## src/rtl/device_serial_tx.sv

```systemverilog
// UART-style serial transmitter fed from two register-file slots (data byte, control byte).
// A frame is requested by flipping bit 0 of the control slot; extra requests mid-frame queue one follow-on frame.
module device_serial_tx #(
    parameter int DATA_WIDTH   = 8,
    parameter int CLKS_PER_BIT = 16,
    parameter int COUNT_WIDTH  = 8
) (
    input  logic                   clk,
    input  logic                   reset,
    input  logic [DATA_WIDTH-1:0]  tx_data,
    input  logic [DATA_WIDTH-1:0]  tx_ctrl,
    output logic                   serial_out,
    output logic                   busy,
    output logic [COUNT_WIDTH-1:0] frames_sent
);

    localparam int BAUD_W = (CLKS_PER_BIT > 1) ? $clog2(CLKS_PER_BIT) : 1;
    localparam int IDX_W  = $clog2(DATA_WIDTH + 1);
    localparam logic [BAUD_W-1:0] LAST_BAUD = BAUD_W'(CLKS_PER_BIT - 1);
    localparam logic [IDX_W-1:0]  LAST_IDX  = IDX_W'(DATA_WIDTH - 1);

    typedef enum logic [2:0] {IDLE, START, DATA, PARITY, STOP} state_t;

    state_t                 r_state, w_state_nxt;
    logic [BAUD_W-1:0]      r_baud, w_baud_nxt;
    logic [IDX_W-1:0]       r_idx, w_idx_nxt;
    logic [DATA_WIDTH-1:0]  r_shift, w_shift_nxt;
    logic                   r_parity, w_parity_nxt;
    logic                   r_parity_en, w_parity_en_nxt;
    logic                   r_two_stop, w_two_stop_nxt;
    logic                   r_pending, w_pending_nxt;
    logic                   r_serial, w_serial_nxt;
    logic                   r_busy, w_busy_nxt;
    logic [COUNT_WIDTH-1:0] r_frames, w_frames_nxt;
    logic                   r_last_toggle;
    logic                   w_req;
    logic                   w_bit_end;

    generate
        if (DATA_WIDTH > 3) begin : g_unused
            logic w_unused_ctrl;
            assign w_unused_ctrl = ^tx_ctrl[DATA_WIDTH-1:3];
        end
    endgenerate

    assign w_req     = tx_ctrl[0] ^ r_last_toggle;
    assign w_bit_end = (r_baud == LAST_BAUD);

    assign serial_out  = r_serial;
    assign busy        = r_busy;
    assign frames_sent = r_frames;

    always_comb begin
        w_state_nxt     = r_state;
        w_baud_nxt      = w_bit_end ? '0 : r_baud + 1'b1;
        w_idx_nxt       = r_idx;
        w_shift_nxt     = r_shift;
        w_parity_nxt    = r_parity;
        w_parity_en_nxt = r_parity_en;
        w_two_stop_nxt  = r_two_stop;
        w_pending_nxt   = r_pending | (w_req && (r_state != IDLE));
        w_serial_nxt    = r_serial;
        w_busy_nxt      = r_busy;
        w_frames_nxt    = r_frames;

        case (r_state)
            IDLE: begin
                w_baud_nxt   = '0;
                w_serial_nxt = 1'b1;
                if (w_req) begin
                    w_shift_nxt     = tx_data;
                    w_parity_en_nxt = tx_ctrl[1];
                    w_two_stop_nxt  = tx_ctrl[2];
                    w_parity_nxt    = 1'b0;
                    w_state_nxt     = START;
                    w_serial_nxt    = 1'b0;
                    w_busy_nxt      = 1'b1;
                end
            end
            START: begin
                if (w_bit_end) begin
                    w_state_nxt  = DATA;
                    w_idx_nxt    = '0;
                    w_serial_nxt = r_shift[0];
                end
            end
            DATA: begin
                if (w_bit_end) begin
                    w_parity_nxt = r_parity ^ r_shift[0];
                    w_shift_nxt  = r_shift >> 1;
                    w_idx_nxt    = r_idx + 1'b1;
                    w_serial_nxt = w_shift_nxt[0];
                    if (r_idx == LAST_IDX) begin
                        w_idx_nxt = '0;
                        if (r_parity_en) begin
                            w_state_nxt  = PARITY;
                            w_serial_nxt = w_parity_nxt;
                        end else begin
                            w_state_nxt  = STOP;
                            w_serial_nxt = 1'b1;
                        end
                    end
                end
            end
            PARITY: begin
                if (w_bit_end) begin
                    w_state_nxt  = STOP;
                    w_idx_nxt    = '0;
                    w_serial_nxt = 1'b1;
                end
            end
            STOP: begin
                // r_idx counts completed stop-bit periods when two stop bits are selected
                if (w_bit_end) begin
                    if (r_two_stop && (r_idx == '0)) begin
                        w_idx_nxt = IDX_W'(1);
                    end else begin
                        w_frames_nxt = r_frames + 1'b1;
                        if (r_pending || w_req) begin
                            w_pending_nxt   = 1'b0;
                            w_shift_nxt     = tx_data;
                            w_parity_en_nxt = tx_ctrl[1];
                            w_two_stop_nxt  = tx_ctrl[2];
                            w_parity_nxt    = 1'b0;
                            w_state_nxt     = START;
                            w_serial_nxt    = 1'b0;
                        end else begin
                            w_state_nxt  = IDLE;
                            w_busy_nxt   = 1'b0;
                        end
                    end
                end
            end
            default: begin
                w_state_nxt  = IDLE;
                w_serial_nxt = 1'b1;
                w_busy_nxt   = 1'b0;
            end
        endcase
    end

    always_ff @(posedge clk) begin
        r_last_toggle <= tx_ctrl[0];
        if (reset) begin
            r_state     <= IDLE;
            r_baud      <= '0;
            r_idx       <= '0;
            r_shift     <= '0;
            r_parity    <= 1'b0;
            r_parity_en <= 1'b0;
            r_two_stop  <= 1'b0;
            r_pending   <= 1'b0;
            r_serial    <= 1'b1;
            r_busy      <= 1'b0;
            r_frames    <= '0;
        end else begin
            r_state     <= w_state_nxt;
            r_baud      <= w_baud_nxt;
            r_idx       <= w_idx_nxt;
            r_shift     <= w_shift_nxt;
            r_parity    <= w_parity_nxt;
            r_parity_en <= w_parity_en_nxt;
            r_two_stop  <= w_two_stop_nxt;
            r_pending   <= w_pending_nxt;
            r_serial    <= w_serial_nxt;
            r_busy      <= w_busy_nxt;
            r_frames    <= w_frames_nxt;
        end
    end

endmodule

```

## config.mk

```make
export PLATFORM = sky130hd
export DESIGN_NAME = device_serial_tx
export DESIGN_NICKNAME = d
export VERILOG_FILES = /design/src/rtl/device_serial_tx.sv
export SDC_FILE = /design/constraint.sdc
export NUM_CORES = 1
export LEC_CHECK = 0
export ABC_AREA = 1
export BUFFER_PORTS_ARGS = -buffer_cell sky130_fd_sc_hd__buf_2
export CORE_MARGIN = 2
export CORE_UTILIZATION = 60
export DETAILED_ROUTE_END_ITERATION = 8
export PLACE_DENSITY = 0.83
export SYNTH_ARGS = -nofsm -noshare
export SYNTH_HDL_FRONTEND = slang
export SYNTH_SLANG_ARGS = --single-unit
```

## constraint.sdc

```tcl
create_clock -name clk -period 2.3 [get_ports clk]
set_input_delay 0.46 -clock clk [delete_from_list [all_inputs] [get_ports clk]]
set_output_delay 0.46 -clock clk [all_outputs]
set_load 0.01 [all_outputs]
```

==> impl_metrics.xml, run 1 <==
<?xml version="1.0" encoding="UTF-8"?>
<metrics>
  <group name="outcome">
    <metric name="status" unit="">completed</metric>
  </group>
  <group name="layout">
    <metric name="layout-drive-gt1-share" unit="%">17.6</metric>
    <metric name="final_util" unit="%">69.6</metric>
    <metric name="multiInputGateArea" unit="um^2">1060</metric>
    <metric name="stdcell_area" unit="um^2">2130</metric>
    <metric name="final_cells" unit="">363</metric>
    <metric name="layout-area-overhead-vs-synth" unit="%">11.3</metric>
    <metric name="fillers" unit="">278</metric>
    <metric name="finish.net_count" unit="">340</metric>
    <metric name="regArea" unit="um^2">681</metric>
    <metric name="antenna_cells_inserted" unit="">0</metric>
  </group>
  <group name="floorplanning">
    <metric name="ioPinCount" unit="">28</metric>
    <metric name="die-width" unit="um">60.4</metric>
    <metric name="fp-row-count" unit="">20</metric>
    <metric name="die_h" unit="um">60.4</metric>
    <metric name="floorplan.core_area" unit="um^2">3050</metric>
    <metric name="die_area" unit="um^2">3650</metric>
    <metric name="initial_utilization" unit="%">62.6</metric>
  </group>
  <group name="placement">
    <metric name="placed_area" unit="um^2">2050</metric>
    <metric name="sum_of_net_half_perimeters_after_detailed_placement" unit="mm">2.85</metric>
    <metric name="place_ws" unit="ns">0.588</metric>
    <metric name="io_buffers" unit="">22</metric>
    <metric name="gp_congestion" unit="">0.888</metric>
    <metric name="post-place-cells" unit="">355</metric>
  </group>
  <group name="synthesis">
    <metric name="syn_area_per_cell" unit="um^2">6.50</metric>
    <metric name="sequential_to_total_area_share_from_yosys_stat" unit="%">35.6</metric>
    <metric name="ys_top_cells_by_area" unit="">sky130_fd_sc_hd__dfxtp_1 36%, sky130_fd_sc_hd__nand2_1 15%, sky130_fd_sc_hd__nor2_1 8.3%, sky130_fd_sc_hd__nand3_1 7.6%, sky130_fd_sc_hd__a21oi_1 6.8%</metric>
    <metric name="summed_instance_area_of_the_synthesized_netlist" unit="um^2">1910</metric>
    <metric name="synth_top_area_cell" unit="">sky130_fd_sc_hd__dfxtp_1</metric>
    <metric name="synth.yosys.warnings" unit="">0</metric>
    <metric name="postSynthRegisterBits" unit="">34</metric>
    <metric name="synthCells" unit="">294</metric>
    <metric name="synth_largest_type_area_fraction" unit="%">35.6</metric>
    <metric name="mappedNetlistNets" unit="">316</metric>
    <metric name="synth.lib_cells_used.distinct" unit="">26</metric>
  </group>
  <group name="power_and_ir_drop">
    <metric name="power_leakage" unit="nW">1.05</metric>
    <metric name="vdd_drop_max" unit="mV">0.909</metric>
    <metric name="finalPower" unit="mW">2.78</metric>
    <metric name="power_per_cell_area" unit="nW/um^2">1310</metric>
  </group>
  <group name="clock_network">
    <metric name="clkSinkCount" unit="">34</metric>
    <metric name="cts.path.max_buffers" unit="">2</metric>
    <metric name="cts_root_buffer" unit="">sky130_fd_sc_hd__clkbuf_4</metric>
    <metric name="register_clock_pin_slew_on_the_reported_worst_setup_and_hold_paths" unit="ns">0.11</metric>
    <metric name="ctsHoldBuffers" unit="">0</metric>
    <metric name="cts_inserted_buffers" unit="">5</metric>
    <metric name="cts_tree" unit="">built</metric>
    <metric name="cts_post_setup_buffers_inserted" unit="">0</metric>
    <metric name="htreeDepth" unit="">2</metric>
    <metric name="clock_insertion_delay_worst_skew" unit="ns">0.34</metric>
    <metric name="cts_resized" unit="">0</metric>
  </group>
  <group name="worst_setup_path">
    <metric name="critical_path.max_stage_delay" unit="ns">0.44</metric>
    <metric name="cp_max_fo" unit="">18</metric>
    <metric name="ff2ff_setup_slack" unit="ns">0.50</metric>
    <metric name="timing.critical_path.slowest_stage_cell" unit="">sky130_fd_sc_hd__dfxtp_1</metric>
    <metric name="cp_data_required_time" unit="ns">2.53</metric>
    <metric name="worst_r2r_end" unit="">r_shift[2]</metric>
    <metric name="r2r_start" unit="">r_state[1]</metric>
    <metric name="setup.worst_path.start_class" unit="">flip-flop</metric>
    <metric name="critPathLaunch" unit="">r_state[1]</metric>
    <metric name="timing.setup.critical_path_class" unit="">flip-flop to flip-flop</metric>
    <metric name="timing.critical_path.arrival" unit="ns">2.03</metric>
    <metric name="cells_along_the_critical_path" unit="">inv_2 -&gt; nor2_2 -&gt; nand2_1 -&gt; nand2_1 -&gt; nand2_4 -&gt; nor2_8 -&gt; nand3_1 -&gt; nand2_1 -&gt; nor2_1</metric>
    <metric name="kind_of_capture_point_of_the_worst_setup_path" unit="">flip-flop</metric>
    <metric name="r2r.worst_path.cells" unit="">9</metric>
    <metric name="critical-path-top-cell-by-count" unit="">sky130_fd_sc_hd__nand2_1</metric>
  </group>
  <group name="timing">
    <metric name="tightest_slew" unit="ns">0.433</metric>
    <metric name="worst_hold_slack" unit="ns">0.261</metric>
    <metric name="final_number_of_max_transition_violations" unit="">0</metric>
    <metric name="final.min_clock_period" unit="ns">1.80</metric>
    <metric name="setup_viol" unit="">0</metric>
    <metric name="period_share" unit="%">78.2</metric>
    <metric name="post_route_clock_skew" unit="ns">0.0138</metric>
    <metric name="grt_setup_unrepaired" unit="">false</metric>
    <metric name="post-route-worst-setup-slack" unit="ns">0.502</metric>
    <metric name="max_slew_margin" unit="%">71.1</metric>
    <metric name="maxClockFrequency" unit="MHz">556</metric>
    <metric name="setup_total_negative_slack" unit="ns">0</metric>
    <metric name="timing_hold_violations_final" unit="">0</metric>
  </group>
  <group name="route">
    <metric name="drt-pass1-iter-count" unit="">4</metric>
    <metric name="totalWireLength" unit="mm">3.92</metric>
    <metric name="detail_route.drc_violations" unit="">0</metric>
    <metric name="vias" unit="">1852</metric>
    <metric name="route.antenna.remaining_nets" unit="">0</metric>
    <metric name="drt-wirelength-per-cell" unit="um">10.8</metric>
    <metric name="vias_per_cell" unit="">5.10</metric>
    <metric name="drt_iter0_drc" unit="">66</metric>
  </group>
  <group name="worst_hold_path">
    <metric name="timing.hold.worst.class" unit="">input pin to flip-flop</metric>
    <metric name="min-delay-start" unit="">tx_ctrl[0]</metric>
    <metric name="hold_depth" unit="">1</metric>
    <metric name="holdPathEnd" unit="">r_last_toggle</metric>
  </group>
  <group name="global_route">
    <metric name="global_route_overflow" unit="">0</metric>
    <metric name="antenna_found_initial" unit="">0</metric>
    <metric name="grt_start_max_net_pins" unit="">19</metric>
    <metric name="track_usage" unit="%">24.2</metric>
    <metric name="grt_pass1_wl" unit="mm">6.67</metric>
    <metric name="first_global_vias" unit="">1582</metric>
  </group>
  <group name="flow_run">
    <metric name="maxCapViolCount" unit="">0</metric>
  </group>
</metrics>
## worst max path at each step
stage | end | slack [ns] | depth (start not counted)
finish | r_shift[2] | 0.50 | 9
global route | r_shift[2] | 0.38 | 9
CTS | r_shift[2] | 0.52 | 9
detailed placement | r_shift[5] | 0.59 | 9
global placement | r_shift[1] | 0.60 | 9
floorplan | r_shift[1] | 0.84 | 11
## synthesized netlist by cell type, drive strengths merged
cell type and n:
a21oi 26, a31oi 1, buf 3, clkbuf 3, dfxtp 34, ha 4
inv 35, nand2 85, nand3 30, nand4 1, nor2 52, nor3 2
o21a 1, o21ai 11, or2 1, xnor2 2, xor2 3
## report_power, final
group          internal (mW)  switching (mW)
registers              0.750           0.120
logic                  0.516           0.960
clock network          0.225           0.206
## state kept, by name (all words and copies together) (netlist names)
signal	flops
r_parity_en	1
busy	1
r_state	3
r_parity	1
r_last_toggle	1
r_baud	4
r_two_stop	1
r_idx	4
r_pending	1
serial_out	1
r_shift	8
frames_sent	8
## critical path, delay by kind of cell (launching register included)
| kind | cells | cell delay (ns) |
|---|---|---|
| and+or+nand+nor | 8 | 1.15 |
| DFF | 1 | 0.44 |
| buffers and inverters | 1 | 0.09 |
## layer usage
layer | global-route usage (%) | share of wire, % | wire length [um]
met5 | 0 | 0 | 0
met4 | 7.76 | 0.84 | 33
met3 | 5.76 | 3.7 | 146
met2 | 40.4 | 47 | 1830
met1 | 31.0 | 49 | 1920
## cell usage in the layout (no fill, tap or decap)
cell type	netlist	layout
sky130_fd_sc_hd__nand2_1	77	77
sky130_fd_sc_hd__nor2_1	42	42
sky130_fd_sc_hd__dfxtp_1	34	34
sky130_fd_sc_hd__inv_1	30	30
sky130_fd_sc_hd__nand3_1	29	29
sky130_fd_sc_hd__a21oi_1	26	26
sky130_fd_sc_hd__buf_2	1	22
sky130_fd_sc_hd__o21ai_0	11	11
sky130_fd_sc_hd__nor2_2	7	7
sky130_fd_sc_hd__nand2_2	6	6
sky130_fd_sc_hd__inv_2	5	5
sky130_fd_sc_hd__clkbuf_4	0	5
sky130_fd_sc_hd__ha_1	4	4
sky130_fd_sc_hd__xor2_1	3	3
sky130_fd_sc_hd__nor2_4	2	2
sky130_fd_sc_hd__nand2_4	2	2
sky130_fd_sc_hd__xnor2_1	2	2
sky130_fd_sc_hd__nor3_1	2	2
sky130_fd_sc_hd__clkinv_2	0	2
sky130_fd_sc_hd__nand3_2	1	1
sky130_fd_sc_hd__nor2_8	1	1
sky130_fd_sc_hd__a31oi_1	1	1
sky130_fd_sc_hd__nand4_1	1	1
sky130_fd_sc_hd__o21a_1	1	1
sky130_fd_sc_hd__or2_2	1	1
sky130_fd_sc_hd__bufinv_16	0	1
sky130_fd_sc_hd__buf_4	1	1
## final cells by class
cell class                 instances  area share, %
inverter                          35           6.18
sequential                        34           32.0
tap                               44           2.59
clock buffer                       5           1.77
multi-input combinational        219           50.0
timing repair buffer              23           5.53
clock inverter                     3           1.88
## cells by family after synthesis
family | after synthesis | synth area share (%)
fa+ha+maj | 4 | 2.62
simple gates | 171 | 40.3
flops | 34 | 35.6
compound gates | 39 | 10.4
xor+xnor | 5 | 2.29
buf+inv | 41 | 8.71
No activity file was read; power rests on OpenSTA's default activity.
==> inputs of run 2 (changes only) <==
--- a/config.mk
+++ b/config.mk
@@ -5,12 +5,12 @@
 export SDC_FILE = /design/constraint.sdc
 export NUM_CORES = 1
 export LEC_CHECK = 0
-export ABC_AREA = 1
+export ABC_AREA = 0
 export BUFFER_PORTS_ARGS = -buffer_cell sky130_fd_sc_hd__buf_2
 export CORE_MARGIN = 2
-export CORE_UTILIZATION = 60
+export CORE_UTILIZATION = 50
 export DETAILED_ROUTE_END_ITERATION = 8
-export PLACE_DENSITY = 0.83
+export PLACE_DENSITY = 0.75
 export SYNTH_ARGS = -nofsm -noshare
 export SYNTH_HDL_FRONTEND = slang
 export SYNTH_SLANG_ARGS = --single-unit
==> constraint.sdc (replaced) <==
create_clock -name clk -period 1.6 [get_ports clk]
set_input_delay 0.32 -clock clk [delete_from_list [all_inputs] [get_ports clk]]
set_output_delay 0.32 -clock clk [all_outputs]
set_load 0.01 [all_outputs]
==> run 2 against run 1 <==
Against the previous run: the flow now finishes with violations (setup timing); register-to-register slack lost 0.67 ns; global-route usage shrank 1.8 points; flip-flop and latch count is the same; cell area grew 12%; worst hold slack lost 0.11 ns; largest cell class unchanged; clock skew shrank 0.00064 ns; critical path depth shrank 1; synthesized cell count shrank 29%; setup slack lost 0.67 ns; area after synthesis shrank 8.6%; via count shrank 9.2%; critical path type unchanged.
==> impl_metrics.xml, run 2 <==
<?xml version="1.0" encoding="UTF-8"?>
<metrics>
  <group name="placement">
    <metric name="sum_of_net_half_perimeters_after_detailed_placement" unit="mm">3.03</metric>
    <metric name="gp_congestion" unit="">0.861</metric>
    <metric name="placed_area" unit="um^2">2250</metric>
    <metric name="place_ws" unit="ns">-0.166</metric>
    <metric name="post-place-cells" unit="">303</metric>
    <metric name="io_buffers" unit="">22</metric>
  </group>
  <group name="clock_network">
    <metric name="cts.path.max_buffers" unit="">2</metric>
    <metric name="clock_insertion_delay_worst_skew" unit="ns">0.34</metric>
    <metric name="cts_tree" unit="">built</metric>
    <metric name="cts_inserted_buffers" unit="">5</metric>
    <metric name="register_clock_pin_slew_on_the_reported_worst_setup_and_hold_paths" unit="ns">0.11</metric>
    <metric name="htreeDepth" unit="">2</metric>
    <metric name="clkSinkCount" unit="">34</metric>
    <metric name="cts_root_buffer" unit="">sky130_fd_sc_hd__clkbuf_4</metric>
    <metric name="ctsHoldBuffers" unit="">0</metric>
  </group>
  <group name="floorplanning">
    <metric name="floorplan.core_area" unit="um^2">3340</metric>
    <metric name="die-width" unit="um">63.1</metric>
    <metric name="fp-row-count" unit="">21</metric>
    <metric name="initial_utilization" unit="%">52.3</metric>
    <metric name="ioPinCount" unit="">28</metric>
    <metric name="die_h" unit="um">63.1</metric>
    <metric name="die_area" unit="um^2">3980</metric>
  </group>
  <group name="synthesis">
    <metric name="synth_largest_type_area_fraction" unit="%">39.0</metric>
    <metric name="synth_top_family_by_area" unit="">simple AND/OR/NAND/NOR gates</metric>
    <metric name="syn_area_per_cell" unit="um^2">8.40</metric>
    <metric name="ys_async_sr_fraction" unit="%">0</metric>
    <metric name="sequential_to_total_area_share_from_yosys_stat" unit="%">39.0</metric>
    <metric name="yosys.area_share.simple" unit="%">28.9</metric>
    <metric name="synth.lib_cells_used.distinct" unit="">48</metric>
    <metric name="summed_instance_area_of_the_synthesized_netlist" unit="um^2">1750</metric>
    <metric name="count_of_flip_flops_with_a_built_in_enable_after_synthesis" unit="">0</metric>
    <metric name="ys_top_cells_by_area" unit="">sky130_fd_sc_hd__dfxtp_1 39%, sky130_fd_sc_hd__nor2_1 6.4%, sky130_fd_sc_hd__nand2_1 5.2%, sky130_fd_sc_hd__a21oi_1 4.3%, sky130_fd_sc_hd__a311oi_1 3.0%</metric>
    <metric name="ys_dominant_reg_cell" unit="">sky130_fd_sc_hd__dfxtp_1</metric>
    <metric name="synth_top_area_cell" unit="">sky130_fd_sc_hd__dfxtp_1</metric>
    <metric name="top_cells_by_count_synth" unit="">34 x sky130_fd_sc_hd__dfxtp_1, 30 x sky130_fd_sc_hd__nor2_1, 24 x sky130_fd_sc_hd__nand2_1, 15 x sky130_fd_sc_hd__a21oi_1, 10 x sky130_fd_sc_hd__o21ai_0</metric>
    <metric name="synth-adder-area-share" unit="%">2.87</metric>
    <metric name="postSynthRegisterBits" unit="">34</metric>
    <metric name="post_synth_xor_area_fraction" unit="%">5.95</metric>
    <metric name="fraction_of_the_mapped_netlist_area_in_compound_gates" unit="%">18.1</metric>
    <metric name="synth.yosys.warnings" unit="">0</metric>
    <metric name="mappedNetlistNets" unit="">230</metric>
    <metric name="synthCells" unit="">208</metric>
    <metric name="synth_mux_area_share" unit="%">1.72</metric>
    <metric name="cell_with_the_most_instances_after_synthesis" unit="">sky130_fd_sc_hd__dfxtp_1</metric>
  </group>
  <group name="timing">
    <metric name="maxClockFrequency" unit="MHz">565</metric>
    <metric name="max_slew_margin" unit="%">74.5</metric>
    <metric name="period_share" unit="%">111</metric>
    <metric name="setup_viol" unit="">23</metric>
    <metric name="post_route_clock_skew" unit="ns">0.0131</metric>
    <metric name="timing_hold_violations_final" unit="">0</metric>
    <metric name="grt_setup_unrepaired" unit="">true</metric>
    <metric name="final_number_of_max_transition_violations" unit="">0</metric>
    <metric name="worst_hold_slack" unit="ns">0.155</metric>
    <metric name="post-route-worst-setup-slack" unit="ns">-0.170</metric>
    <metric name="tightest_slew" unit="ns">0.382</metric>
    <metric name="final.min_clock_period" unit="ns">1.77</metric>
  </group>
  <group name="layout">
    <metric name="layout-area-overhead-vs-synth" unit="%">36.1</metric>
    <metric name="layout_commonest_cell" unit="">sky130_fd_sc_hd__buf_4</metric>
    <metric name="finish.net_count" unit="">288</metric>
    <metric name="mostFrequentLayoutCells" unit="">38 x sky130_fd_sc_hd__buf_4, 29 x sky130_fd_sc_hd__nor2_1, 26 x sky130_fd_sc_hd__dfxtp_1</metric>
    <metric name="final_cells" unit="">313</metric>
    <metric name="stdcell_area" unit="um^2">2380</metric>
    <metric name="antenna_cells_inserted" unit="">0</metric>
    <metric name="layout-drive-gt1-share" unit="%">39.3</metric>
  </group>
  <group name="worst_setup_path">
    <metric name="kind_of_capture_point_of_the_worst_setup_path" unit="">flip-flop</metric>
    <metric name="r2r_start" unit="">r_idx[0]</metric>
    <metric name="timing.critical_path.arrival" unit="ns">2.02</metric>
    <metric name="timing.setup.critical_path_class" unit="">flip-flop to flip-flop</metric>
    <metric name="cp_data_required_time" unit="ns">1.85</metric>
    <metric name="critPathLaunch" unit="">r_idx[0]</metric>
    <metric name="worst_r2r_end" unit="">r_shift[0]</metric>
    <metric name="setup.worst_path.start_class" unit="">flip-flop</metric>
    <metric name="ff2ff_setup_slack" unit="ns">-0.17</metric>
    <metric name="cp_max_fo" unit="">17</metric>
    <metric name="r2r.worst_path.cells" unit="">8</metric>
  </group>
  <group name="global_route">
    <metric name="antenna_found_initial" unit="">0</metric>
    <metric name="global_route_overflow" unit="">0</metric>
    <metric name="track_usage" unit="%">22.4</metric>
    <metric name="grt_pass1_wl" unit="mm">7.02</metric>
    <metric name="grt_start_max_net_pins" unit="">18</metric>
    <metric name="first_global_vias" unit="">1525</metric>
  </group>
  <group name="power_and_ir_drop">
    <metric name="finalPower" unit="mW">2.93</metric>
    <metric name="power_leakage" unit="nW">0.991</metric>
    <metric name="power_per_cell_area" unit="nW/um^2">1230</metric>
    <metric name="vdd_drop_max" unit="mV">0.746</metric>
  </group>
  <group name="route">
    <metric name="drt-wirelength-per-cell" unit="um">13.7</metric>
    <metric name="drt_iter0_drc" unit="">118</metric>
    <metric name="vias_per_cell" unit="">5.37</metric>
    <metric name="drt-pass1-iter-count" unit="">4</metric>
    <metric name="route.antenna.remaining_nets" unit="">0</metric>
    <metric name="detail_route.drc_violations" unit="">0</metric>
    <metric name="vias" unit="">1681</metric>
    <metric name="totalWireLength" unit="mm">4.28</metric>
  </group>
  <group name="outcome">
    <metric name="status" unit="">complete, but fails checks</metric>
    <metric name="failed_checks" unit="">setup timing</metric>
  </group>
  <group name="worst_hold_path">
    <metric name="holdPathEnd" unit="">r_last_toggle</metric>
    <metric name="hold_depth" unit="">1</metric>
    <metric name="min-delay-start" unit="">tx_ctrl[0]</metric>
    <metric name="timing.hold.worst.class" unit="">input pin to flip-flop</metric>
  </group>
  <group name="flow_run">
    <metric name="maxCapViolCount" unit="">0</metric>
  </group>
</metrics>
-- run 2: cell type report --
| type | count | area (um^2) |
|---|---|---|
| Multi-Input combinational cell | 160 | 1140 |
| Fill cell | 294 | 960 |
| Sequential cell | 34 | 691 |
| Timing Repair Buffer | 61 | 415 |
| Tap cell | 46 | 57.6 |
| Clock buffer | 7 | 55.1 |
| Inverter | 4 | 15.0 |
| Clock inverter | 1 | 5.00 |
-- run 2: cell families (layout without fill, tap and decap cells) --
logic type | after synthesis | after routing
AND/OR/NAND/NOR | 98 | 98
AO/OA/AOI/OAI | 44 | 44
flip-flops | 34 | 34
buffers and inverters | 14 | 73
XOR/XNOR | 11 | 11
adder cells (fa/ha/maj) | 4 | 4
multiplexers | 3 | 3
-- run 2: critical path, cell delays in order, from the launching register on --
cell	delay, ns
sky130_fd_sc_hd__dfxtp_2	0.35
sky130_fd_sc_hd__inv_2	0.05
sky130_fd_sc_hd__ha_4	0.15
sky130_fd_sc_hd__or4bb_4	0.23
sky130_fd_sc_hd__o21ai_4	0.07
sky130_fd_sc_hd__a221oi_4	0.32
sky130_fd_sc_hd__buf_12	0.19
sky130_fd_sc_hd__nor2_1	0.05
sky130_fd_sc_hd__a311oi_1	0.26
-- run 2: worst max-delay path by stage --
stage,end,slack [ns],cells after the start
6_report,r_shift[0],-0.17,8
5_1_grt,r_shift[4],-0.27,7
4_1_cts,r_shift[3],-0.16,8
3_5_place_dp,r_idx[3],-0.17,7
3_3_place_gp,frames_sent[4],-0.11,5
2_1_floorplan,r_parity,-0.04,7
-- run 2: what timing repair did --
item | CTS | global route
setup buffers | 0 | 2
pin swaps | 7 | 6
gates resized for setup | 6 | 9
endpoints found under the setup margin | 25 | 28
-- run 2: through the flow --
stage | setup TNS (ns) | utilization (%)
after global placement | -1.42 | 67.6
after global routing | -4.06 | 71.2
after floorplan | -0.0656 | -
final | -1.80 | 71.2
after CTS | -1.72 | 69.8
after detailed placement | -2.07 | 67.6
-- run 2: per-layer routing --
metal  vias to the layer above  share of wire, %  global-route usage [%]
met3                         5               3.6                    5.36
met1                       799                46                    28.9
met4                         0               1.5                    7.50
met2                        31                48                    36.6
li1                        846                 -                       -
met5                         -                 0                       0
-- run 2: power breakdown --
part	leakage, nW	total, mW	switching [mW]	internal [mW]
registers	0.281	1.14	0.148	0.997
logic	0.675	1.28	0.629	0.654
clock network	0.0353	0.507	0.294	0.213
total	0.991	2.93	1.07	1.86
